[config.mk]
export PLATFORM = sky130hd
export DESIGN_NAME = maxnet_host_flat
export DESIGN_NICKNAME = d
export VERILOG_FILES = /design/src/rtl/maxnet_pkg.sv /design/src/rtl/maxnet_host_if.sv /design/src/rtl/maxnet_res_fifo.sv /design/src/rtl/maxnet_host.sv /design/src/flat_wrapper.sv
export SDC_FILE = /design/constraint.sdc
export NUM_CORES = 1
export LEC_CHECK = 0
export CAP_MARGIN = 10
export CORE_MARGIN = 2
export CORE_UTILIZATION = 50
export CTS_CLUSTER_SIZE = 30
export DETAILED_ROUTE_END_ITERATION = 12
export DONT_BUFFER_PORTS = 1
export PLACE_DENSITY = 0.66
export SLEW_MARGIN = 20
export SYNTH_ARGS = -nofsm -noshare
export SYNTH_HDL_FRONTEND = slang
export SYNTH_SLANG_ARGS = --single-unit
[constraint.sdc]
create_clock -name clk_i -period 1.7 [get_ports clk_i]
set_input_delay 0.17 -clock clk_i [delete_from_list [all_inputs] [get_ports clk_i]]
set_output_delay 0.17 -clock clk_i [all_outputs]
set_load 0.02 [all_outputs]
[src/rtl/maxnet_pkg.sv]
// Shared definitions for the maxnet host: FSM state encoding, default
// result width, FIFO entry width and small elaboration-time helpers.
package maxnet_pkg;

  localparam int RES_W_DEF   = 5;
  localparam int ENTRY_W_DEF = RES_W_DEF + 1;
  localparam int RUNS_W      = 8;

  typedef enum logic [2:0] {
    S_IDLE   = 3'd0,
    S_START  = 3'd1,
    S_WAIT   = 3'd2,
    S_PUSH   = 3'd3,
    S_FINISH = 3'd4
  } state_e;

  // Larger of two integers, used to size the shared hold/wait counter.
  function automatic int max_int(input int a, input int b);
    return (a > b) ? a : b;
  endfunction

  // A queued entry is the result plus one timeout flag bit on top.
  function automatic int entry_width(input int res_w);
    return res_w + 1;
  endfunction

endpackage

[src/rtl/maxnet_host_if.sv]
// Bundle of the command, maxnet and result handshakes around maxnet_host.
// The master view is the host itself; the slave view is everything around it.
interface maxnet_host_if #(
  parameter int RES_W = maxnet_pkg::RES_W_DEF
);

  logic             cmd_valid;
  logic             cmd_ready;
  logic [7:0]       cmd_runs;
  logic             mn_start;
  logic             mn_done;
  logic [RES_W-1:0] mn_result;
  logic             res_valid;
  logic             res_ready;
  logic [RES_W-1:0] res_data;
  logic             res_timeout;
  logic             cmd_done;
  logic             busy;
  logic [7:0]       to_count;

  modport master (
    input  cmd_valid, cmd_runs, mn_done, mn_result, res_ready,
    output cmd_ready, mn_start, res_valid, res_data, res_timeout,
           cmd_done, busy, to_count
  );

  modport slave (
    output cmd_valid, cmd_runs, mn_done, mn_result, res_ready,
    input  cmd_ready, mn_start, res_valid, res_data, res_timeout,
           cmd_done, busy, to_count
  );

endinterface

[src/rtl/maxnet_res_fifo.sv]
// Small synchronous FIFO holding {timeout, result} entries. Pointers carry
// one extra wrap bit so full and empty are told apart without a counter.
// A push while full is taken when a pop happens in the same cycle.
module maxnet_res_fifo
  import maxnet_pkg::*;
#(
  parameter int WIDTH = ENTRY_W_DEF,
  parameter int DEPTH = 4
) (
  input  logic             clk_i,
  input  logic             rst_i,
  input  logic             push_i,
  input  logic [WIDTH-1:0] din_i,
  input  logic             pop_i,
  output logic [WIDTH-1:0] dout_o,
  output logic             full_o,
  output logic             empty_o
);

  localparam int AW = $clog2(DEPTH);

  logic [WIDTH-1:0] mem_q [DEPTH];
  logic [AW:0]      wr_ptr_q;
  logic [AW:0]      rd_ptr_q;
  logic             do_push;
  logic             do_pop;

  assign empty_o = (wr_ptr_q == rd_ptr_q);
  assign full_o  = (wr_ptr_q[AW] != rd_ptr_q[AW]) &&
                   (wr_ptr_q[AW-1:0] == rd_ptr_q[AW-1:0]);
  assign do_pop  = pop_i && !empty_o;
  assign do_push = push_i && (!full_o || do_pop);
  assign dout_o  = empty_o ? '0 : mem_q[rd_ptr_q[AW-1:0]];

  // Pointer update; reset flushes the queue by realigning both pointers.
  always_ff @(posedge clk_i) begin
    if (rst_i) begin
      wr_ptr_q <= '0;
      rd_ptr_q <= '0;
    end else begin
      if (do_push) wr_ptr_q <= wr_ptr_q + 1'b1;
      if (do_pop)  rd_ptr_q <= rd_ptr_q + 1'b1;
    end
  end

  // Storage write; contents need no reset because empty masks the output.
  always_ff @(posedge clk_i) begin
    if (!rst_i && do_push) mem_q[wr_ptr_q[AW-1:0]] <= din_i;
  end

endmodule

[src/rtl/maxnet_host.sv]
// Initiator for the maxnet start/done/result handshake. A command asks for
// a number of runs; each run pulses start, waits for done or a timeout, and
// queues {timeout, result} into the result FIFO. One counter is shared
// between the start-hold phase and the wait phase.
module maxnet_host
  import maxnet_pkg::*;
#(
  parameter int RES_W      = RES_W_DEF,
  parameter int START_HOLD = 3,
  parameter int TIMEOUT    = 300,
  parameter int FIFO_DEPTH = 4
) (
  input  logic          clk_i,
  input  logic          rst_i,
  maxnet_host_if.master bus
);

  localparam int CNT_MAX = max_int(START_HOLD, TIMEOUT);
  localparam int CNT_W   = $clog2(CNT_MAX);
  localparam int ENTRY_W = entry_width(RES_W);
  localparam logic [CNT_W-1:0] HOLD_LAST    = CNT_W'(START_HOLD - 1);
  localparam logic [CNT_W-1:0] TIMEOUT_LAST = CNT_W'(TIMEOUT - 1);

  state_e             state_q, state_d;
  logic [CNT_W-1:0]   cnt_q, cnt_d;
  logic [RUNS_W-1:0]  runs_left_q, runs_left_d;
  logic [7:0]         to_count_q, to_count_d;
  logic [RES_W-1:0]   result_q, result_d;
  logic               tflag_q, tflag_d;

  logic               fifo_push;
  logic               fifo_pop;
  logic               fifo_full;
  logic               fifo_empty;
  logic [ENTRY_W-1:0] fifo_dout;

  assign fifo_pop  = !fifo_empty && bus.res_ready;
  assign fifo_push = (state_q == S_PUSH) && (!fifo_full || fifo_pop);

  maxnet_res_fifo #(
    .WIDTH (ENTRY_W),
    .DEPTH (FIFO_DEPTH)
  ) u_fifo (
    .clk_i   (clk_i),
    .rst_i   (rst_i),
    .push_i  (fifo_push),
    .din_i   ({tflag_q, result_q}),
    .pop_i   (fifo_pop),
    .dout_o  (fifo_dout),
    .full_o  (fifo_full),
    .empty_o (fifo_empty)
  );

  // State and datapath registers; reset aborts any command in flight.
  always_ff @(posedge clk_i) begin
    if (rst_i) begin
      state_q     <= S_IDLE;
      cnt_q       <= '0;
      runs_left_q <= '0;
      to_count_q  <= '0;
      result_q    <= '0;
      tflag_q     <= 1'b0;
    end else begin
      state_q     <= state_d;
      cnt_q       <= cnt_d;
      runs_left_q <= runs_left_d;
      to_count_q  <= to_count_d;
      result_q    <= result_d;
      tflag_q     <= tflag_d;
    end
  end

  // Next-state logic: sequence the runs of a command and catch done or timeout.
  always_comb begin
    state_d     = state_q;
    cnt_d       = cnt_q;
    runs_left_d = runs_left_q;
    to_count_d  = to_count_q;
    result_d    = result_q;
    tflag_d     = tflag_q;

    case (state_q)
      S_IDLE: begin
        if (bus.cmd_valid) begin
          runs_left_d = bus.cmd_runs;
          cnt_d       = '0;
          state_d     = (bus.cmd_runs == '0) ? S_FINISH : S_START;
        end
      end

      S_START: begin
        if (cnt_q == HOLD_LAST) begin
          cnt_d   = '0;
          state_d = S_WAIT;
        end else begin
          cnt_d = cnt_q + 1'b1;
        end
      end

      S_WAIT: begin
        if (bus.mn_done) begin
          result_d = bus.mn_result;
          tflag_d  = 1'b0;
          state_d  = S_PUSH;
        end else if (cnt_q == TIMEOUT_LAST) begin
          result_d = '0;
          tflag_d  = 1'b1;
          if (to_count_q != 8'hFF) to_count_d = to_count_q + 8'd1;
          state_d  = S_PUSH;
        end else begin
          cnt_d = cnt_q + 1'b1;
        end
      end

      S_PUSH: begin
        if (fifo_push) begin
          runs_left_d = runs_left_q - 8'd1;
          cnt_d       = '0;
          state_d     = (runs_left_q == 8'd1) ? S_FINISH : S_START;
        end
      end

      S_FINISH: begin
        state_d = S_IDLE;
      end

      default: begin
        state_d = S_IDLE;
      end
    endcase
  end

  // Outputs decoded straight from the registered state and the FIFO head.
  always_comb begin
    bus.cmd_ready   = (state_q == S_IDLE);
    bus.busy        = (state_q != S_IDLE);
    bus.mn_start    = (state_q == S_START);
    bus.cmd_done    = (state_q == S_FINISH);
    bus.to_count    = to_count_q;
    bus.res_valid   = !fifo_empty;
    bus.res_data    = fifo_dout[RES_W-1:0];
    bus.res_timeout = fifo_dout[RES_W];
  end

endmodule

[src/flat_wrapper.sv]
// flat-port wrapper written by rule: the top's interface ports become plain ports
module maxnet_host_flat import maxnet_pkg::*;
#(
  parameter int RES_W      = RES_W_DEF,
  parameter int START_HOLD = 3,
  parameter int TIMEOUT    = 300,
  parameter int FIFO_DEPTH = 4
)
  (clk_i, rst_i, bus_cmd_valid, bus_cmd_runs, bus_mn_done, bus_mn_result, bus_res_ready, bus_cmd_ready, bus_mn_start, bus_res_valid, bus_res_data, bus_res_timeout, bus_cmd_done, bus_busy, bus_to_count);
  maxnet_host_if #(.RES_W(RES_W)) bus_i ();
  input  logic clk_i;
  input  logic rst_i;
  input wire logic [$bits(bus_i.cmd_valid)-1:0] bus_cmd_valid;
  input wire logic [$bits(bus_i.cmd_runs)-1:0] bus_cmd_runs;
  input wire logic [$bits(bus_i.mn_done)-1:0] bus_mn_done;
  input wire logic [$bits(bus_i.mn_result)-1:0] bus_mn_result;
  input wire logic [$bits(bus_i.res_ready)-1:0] bus_res_ready;
  output wire logic [$bits(bus_i.cmd_ready)-1:0] bus_cmd_ready;
  output wire logic [$bits(bus_i.mn_start)-1:0] bus_mn_start;
  output wire logic [$bits(bus_i.res_valid)-1:0] bus_res_valid;
  output wire logic [$bits(bus_i.res_data)-1:0] bus_res_data;
  output wire logic [$bits(bus_i.res_timeout)-1:0] bus_res_timeout;
  output wire logic [$bits(bus_i.cmd_done)-1:0] bus_cmd_done;
  output wire logic [$bits(bus_i.busy)-1:0] bus_busy;
  output wire logic [$bits(bus_i.to_count)-1:0] bus_to_count;
  assign bus_i.cmd_valid = bus_cmd_valid;
  assign bus_i.cmd_runs = bus_cmd_runs;
  assign bus_i.mn_done = bus_mn_done;
  assign bus_i.mn_result = bus_mn_result;
  assign bus_i.res_ready = bus_res_ready;
  assign bus_cmd_ready = bus_i.cmd_ready;
  assign bus_mn_start = bus_i.mn_start;
  assign bus_res_valid = bus_i.res_valid;
  assign bus_res_data = bus_i.res_data;
  assign bus_res_timeout = bus_i.res_timeout;
  assign bus_cmd_done = bus_i.cmd_done;
  assign bus_busy = bus_i.busy;
  assign bus_to_count = bus_i.to_count;
  maxnet_host #(.RES_W(RES_W), .START_HOLD(START_HOLD), .TIMEOUT(TIMEOUT), .FIFO_DEPTH(FIFO_DEPTH)) u_core (.clk_i(clk_i), .rst_i(rst_i), .bus(bus_i));
endmodule
* Word-level counts from Yosys, hierarchy flattened
Memories as Yosys holds them, arrays and structs flattened. A register that Yosys moved wholly into a read port is not among the register bits.
Index checks and enable logic that the tools add are counted.
** Storage, ports and cells
- Flip-flop bits (word level) :: 40
- Bits in latches :: 0
- RAM bits :: 24
- ROM bits :: 0
- Bits of input ports :: 18
- Memories :: 1
** Memories
- u_core.u_fifo.mem_q :: words 4, width 6, rd ports 1, clocked after memory_dff 1, write ports 1, RTL line maxnet_res_fifo.sv:22 : logic [WIDTH-1:0] mem_q [DEPTH];
** Cells by class
- Add/subtract/negate cells :: 5
- Multiply operators :: 0
- Divide/modulo/power cells :: 0
- $lt $le $gt $ge :: 0
- Eq/ne operators :: 17
- Shift operators :: 0
- Mux-type cells :: 26
- Bitwise operators :: 1
- Reductions and logical operators :: 22
** Operator list (count)
- $mux W9 :: 5
- $pmux W9 S4 :: 1
- $mux W3 :: 7
- $mux W8 :: 2
- $pmux W8 S2 :: 1
- $pmux W3 S4 :: 1
- $mux W5 :: 2
- $add A9 B1 Y9 const B :: 1
- $eq A9 B2 Y1 const B :: 1
- $eq A9 B9 Y1 const B :: 1
- $add A8 B1 Y8 const B :: 1
- $eq A8 B1 Y1 const B :: 1
- $logic_not A8 Y1 :: 1
- $ne A2 B2 Y1 const B :: 4
- $ne A8 B8 Y1 const B :: 1
- $reduce_and A4 Y1 :: 2
- $sub A8 B1 Y8 const B :: 1
- $add A3 B1 Y3 const B :: 2
- $eq A3 B2 Y1 const B :: 2
- $logic_and A1 B1 Y1 :: 6
- $mux W6 :: 1
- $reduce_and A5 Y1 :: 1
- $mux W1 :: 4
- $mux W2 :: 2
- 16 further kinds :: 20

* Depth between registers and ports, before layout
- Depth after elaboration :: 9
- Mapped depth :: 8

* Cells and area by module
Synthesis repeated with hierarchy kept, for this count alone.
** Unflattened totals
- Cell total of the unflattened synthesis :: 346
- Area, all modules :: 3497.1 sq um
** Modules (own cells, without submodules)
- maxnet_host :: times used 1, cells an instance 252, area an instance 2078.2 sq um, sequential area each 680.7 sq um
- maxnet_res_fifo :: times used 1, cells an instance 94, area an instance 1418.9 sq um, sequential area each 880.8 sq um

* Worst setup path before layout
Ideal clock, no wire load.
- Path type :: register -> register
- Start point :: register u_core.state_q[0]
- End point :: register u_core.cnt_q[1]
- Setup time :: 0.071 ns
- Data arrival time :: 1.933 ns
- Path slack :: -0.304 ns
- Stages on the path, launching flop included :: 7
- Cells stage by stage :: dfxtp_1 > buf_2 > nor3b_1 > o21a_1 > nor2_4 > or4_1 > a21oi_1
** Between the ends
- Elaborated cells on any way between the ends :: 12
- Classes of those cells :: 7 x eq/ne; 1 x mux; 4 x reduce/logical
** RTL lines
- start, declared :: RTL line maxnet_host.sv:24 : state_e state_q, state_d;
- start signal, assigned :: RTL line maxnet_host.sv:64 : state_q <= state_d;
- $eq A3 B1 Y1 *
- net bus_mn_start :: RTL line flat_wrapper.sv:19 : output wire logic [$bits(bus_i.mn_start)-1:0] bus_mn_start;
- $reduce_bool A4 Y1 (no source line)
- $reduce_and A5 Y1 (no source line)
- end signal, assigned :: RTL line maxnet_host.sv:65 : cnt_q <= cnt_d;
- end, declared :: RTL line maxnet_host.sv:25 : logic [CNT_W-1:0] cnt_q, cnt_d;
Mark *: on every way through the listed nets, which the timed path passes. The rest lies on a longest branch.
A chain may end at the register's enable or synchronous reset.

* Final worst setup path
- Start point :: register u_core.cnt_q[0]
- End point :: register u_core.cnt_q[8]
** Between the ends
- Word-level cells in the longest chain between the ends :: 4
- Elaborated cells on any way between the ends :: 9
- Classes of those cells :: 1 x add/sub; 3 x eq/ne; 4 x mux; 1 x reduce/logical
** RTL lines
- $add A9 B1 Y9 :: RTL line maxnet_host.sv:96, maxnet_host.sv:111
- $mux W9 :: RTL line maxnet_host.sv:105 : end else if (cnt_q == TIMEOUT_LAST) begin
- $mux W9 :: RTL line maxnet_host.sv:101 : if (bus.mn_done) begin
- $pmux W9 S4 :: RTL line maxnet_host.sv:82 : case (state_q)
Parallel ways exist; a longest one is shown, timed or not. The select of a mux whose other input is x is not followed.

==> impl.org <==
** Timing
- Setup total negative slack on the finished layout was measured at -2170 ps.
- For the pin with the worst max-slew slack, the measured transition is 614 ps.
- Setup violations remaining at the end of the flow were counted as 18.
- Final hold viol count :: 0
- Timing-limited maximum frequency :: 528 MHz
- In this run the tightest slew margin relative to its limit is 58.0%.
- Hold Worst Slack :: 65.1 ps
- PnR worst setup slack :: -195 ps
- Number of slew-limit violations in the final report :: 0
- Unrepaired setup endpoints after global routing :: true
- Crit share post-route :: 111%
- Min Clock Period, post-route :: 1900 ps
- Largest clock skew in the final design :: 12.7 ps

** Setup path
- Classification of the worst setup path :: flop to flop
- Minimum setup slack among reg-to-reg paths :: -200 ps
- Crit end category :: flop
- Critical path launch point type :: flop
- Number of cells on the worst reg-to-reg path :: 7
- STA puts the critical path data arrival time at 2140 ps.
- Worst-path fanout max :: 7
- Data on the critical path is required at its endpoint by 1950 ps.

** Place
- DP HPWL :: 4.79 mm
- Routability-driven placement congestion ratio :: 0.814
- Number of input and output port buffers inserted :: 0
- Timing analysis after detailed placement gives a worst setup slack of -188 ps.

** Logic synthesis
- When the netlist entered floorplanning its net count stood at 337.
- Synth area leaders :: sky130_fd_sc_hd__dfxtp_1, sky130_fd_sc_hd__edfxtp_1, sky130_fd_sc_hd__mux4_2
- Most used standard cell by instance count after synthesis :: sky130_fd_sc_hd__dfxtp_1
- Dividing the synthesized area by the synthesized cell count gives 10.7 um^2.
- Sequential cells were found to cover 47.2% of the synthesized design area.
- Post-Syn Instances :: 309
- After synthesis the netlist holds a flip-flop and latch count of 66.
- The cell area that synthesis handed to floorplanning was 3310 um^2.
- Yosys cell types :: 59
- Number of synthesized flops with an enable pin :: 24
- During synthesis, Yosys emitted a total of 0 warnings.
- Fraction of post-synthesis cell area in the top cell type by area :: 25.4%
- Top cell type by total area after synthesis :: sky130_fd_sc_hd__dfxtp_1
- Async set-reset flop share out of synthesis :: 0%
- After synthesis, the most frequently instantiated cells are sky130_fd_sc_hd__dfxtp_1, sky130_fd_sc_hd__nor2_1, sky130_fd_sc_hd__edfxtp_1.
- Most common flop cell mapped by yosys :: sky130_fd_sc_hd__dfxtp_1

** Clock network
- The clock net in this run drives a total of 66 sinks.
- Clock-pin slew was measured on the worst setup and hold paths at 80 ps.
- Number of levels the H-tree was split into :: 3
- TritonCTS built the clock tree.
- Counting the buffers created by CTS gives 9.
- The tree is rooted in a sky130_fd_sc_hd__clkbuf_8.
- Clock latency on the worst-skew pair, taken at its later pin, is 350 ps.
- In this run the deepest clock path goes through 2 buffers.

** Detailed routing
- DRT Pass-1 Iters :: 4
- The detail route stage leaves a number of antenna-violating nets equal to 0.
- The first routing iteration left 103 violations.
- After detailed routing, the number of vias per cell comes to 5.75.
- Mean routed wirelength per cell :: 16.6 um
- Detailed routing inserted a total of 2662 vias.
- Final routed wirelength across all metal layers :: 7.69 mm
- Total DRC errors in the routed layout :: 0

** Global routing
- Via count of the first global-routing pass :: 2635
- After global routing the overflow that remains totals 0.
- Global routing used 21.6% of the available tracks.
- Entering global routing, the biggest net connects 35 pins.
- Number of antenna violations at the first check in global routing :: 0
- The first global-routing pass estimated 12.3 mm of wire.

** Cells and area
- Of the cells placed in the final design, the portion with a size suffix greater than 1 is 40.4%.
- Fill cell count :: 473
- Layout-stage area growth over the synthesis result :: 33.1%
- Net count of the finished layout :: 409
- 0 antenna diodes ended up in the layout.

** Floorplan
- The die is 85.4 um wide.
- Top-level I/O count :: 37
- Area of the die :: 7290 um^2
- The core region is 6390 um^2.
- Initial Utilization :: 51.8%
- The die is 85.4 um tall.
- The floorplan has 29 rows.

** Worst hold path
- The worst hold path belongs to the class primary input to flop.
- WHS Path Cells :: 3

** Pwr
- IR analysis of the VDD net gives a maximum drop of 0.528 mV.
- Total Power Consumption :: 3.81 mW
- Power density over the cells :: 866 nW/um^2
- For this design the static power due to leakage is 1.73 nW.

** Status
- Failing checks :: negative setup slack
- Run status :: finished with violations

** Flow run
- The tool flagged a number of max-cap violations equal to 0.
==> registers in the layout, indices dropped and copies added, names as in the netlist, named ones only <==
register and flops:
u_core.tflag_q 1, u_core.cnt_q 9, u_core.u_fifo.mem_q 24, u_core.state_q 3, u_core.runs_left_q 8, u_core.u_fifo.wr_ptr_q 3
u_core.u_fifo.rd_ptr_q 3, u_core.result_q 5, u_core.bus.to_count 8
==> per-stage QoR <==
| step | area, um^2 | instances | util (%) |
|---|---|---|---|
| 3_3_place_gp | 3770 | 427 | 59.0 |
| 3_5_place_dp | 3770 | 427 | 59.0 |
| 6_report | 4410 | 463 | 69.0 |
| 5_1_grt | 4410 | 463 | 69.0 |
| 2_1_floorplan | 3330 | 309 | - |
| 4_1_cts | 4240 | 460 | 66.4 |
==> logic make-up (layout without fill, tap and decap cells) <==
| kind of cell | after synthesis | after routing | synth area share (%) |
|---|---|---|---|
| xor gates and xnor gates | 14 | 14 | 3.71 |
| buffers and inverters | 22 | 98 | 3.63 |
| adders and majority gates | 10 | 10 | 3.78 |
| muxes | 8 | 8 | 4.84 |
| and+or+nand+nor | 124 | 124 | 22.2 |
| DFF | 66 | 66 | 47.2 |
| AOI/OAI and AO/OA | 65 | 66 | 14.7 |
==> where the power goes <==
group	total (mW)	internal [mW]	switching [mW]	leakage [nW]
registers	1.67	1.65	0.0224	0.613
clock network	1.65	0.989	0.663	0.124
logic	0.489	0.234	0.255	0.989
total	3.81	2.87	0.940	1.73
==> cell type report <==
type / instances / area [um^2] / share of cell area, %
inverters: 8 / 30.0 / 0.682
well taps: 77 / 96.3 / 2.19
flip-flops and latches: 66 / 1570 / 35.7
repair buffers: 74 / 626 / 14.2
multi-input cells: 222 / 1830 / 41.6
clock inverters: 7 / 125 / 2.84
clock buffers: 9 / 124 / 2.81
==> routing by layer <==
metal / up-vias / wire, um / global-route usage (%)
met5: - / 0 / 0
met1: 1284 / 3410 / 27.1
li1: 1298 / - / -
met3: 11 / 343 / 6.23
met2: 69 / 3830 / 36.4
met4: 0 / 109 / 6.49
==> timing repair <==
item,in CTS,in global routing
endpoints found under the setup margin,34,64
hold buffers,8,0
resized for setup,25,33
setup buffers,8,3
gates cloned,1,0
endpoints found under the hold margin,35,0
pin swaps,6,17
==> placed cells by master, fill, tap and decap left out, drive strengths merged, types with 9 or more instances in the layout <==
master  count
xor2       11
nor3        9
dfxtp      42
and3       10
nand2      14
and2       12
o21ai      16
buf        67
clkbuf      9
inv        10
ha         10
a22oi       9
nand3      11
a21oi      18
nor2       29
edfxtp     24
==> final timing paths <==
kind	start	to
worst min-delay path	bus_res_ready	u_core.u_fifo.rd_ptr_q[2]
worst min register to register	u_core.runs_left_q[5]	u_core.runs_left_q[5]
worst max register to register	u_core.cnt_q[0]	u_core.cnt_q[8]
worst max-delay path	u_core.cnt_q[0]	u_core.cnt_q[8]
==> critical path, cell delays in order, from the launching register on <==
cell	delay, ps
sky130_fd_sc_hd__dfxtp_2	330
sky130_fd_sc_hd__inv_2	70
sky130_fd_sc_hd__ha_4	110
sky130_fd_sc_hd__or4b_4	450
sky130_fd_sc_hd__o21a_1	230
sky130_fd_sc_hd__nor2_4	190
sky130_fd_sc_hd__o211ai_1	140
sky130_fd_sc_hd__a31o_2	270
Power figures use the tool's default switching activity.
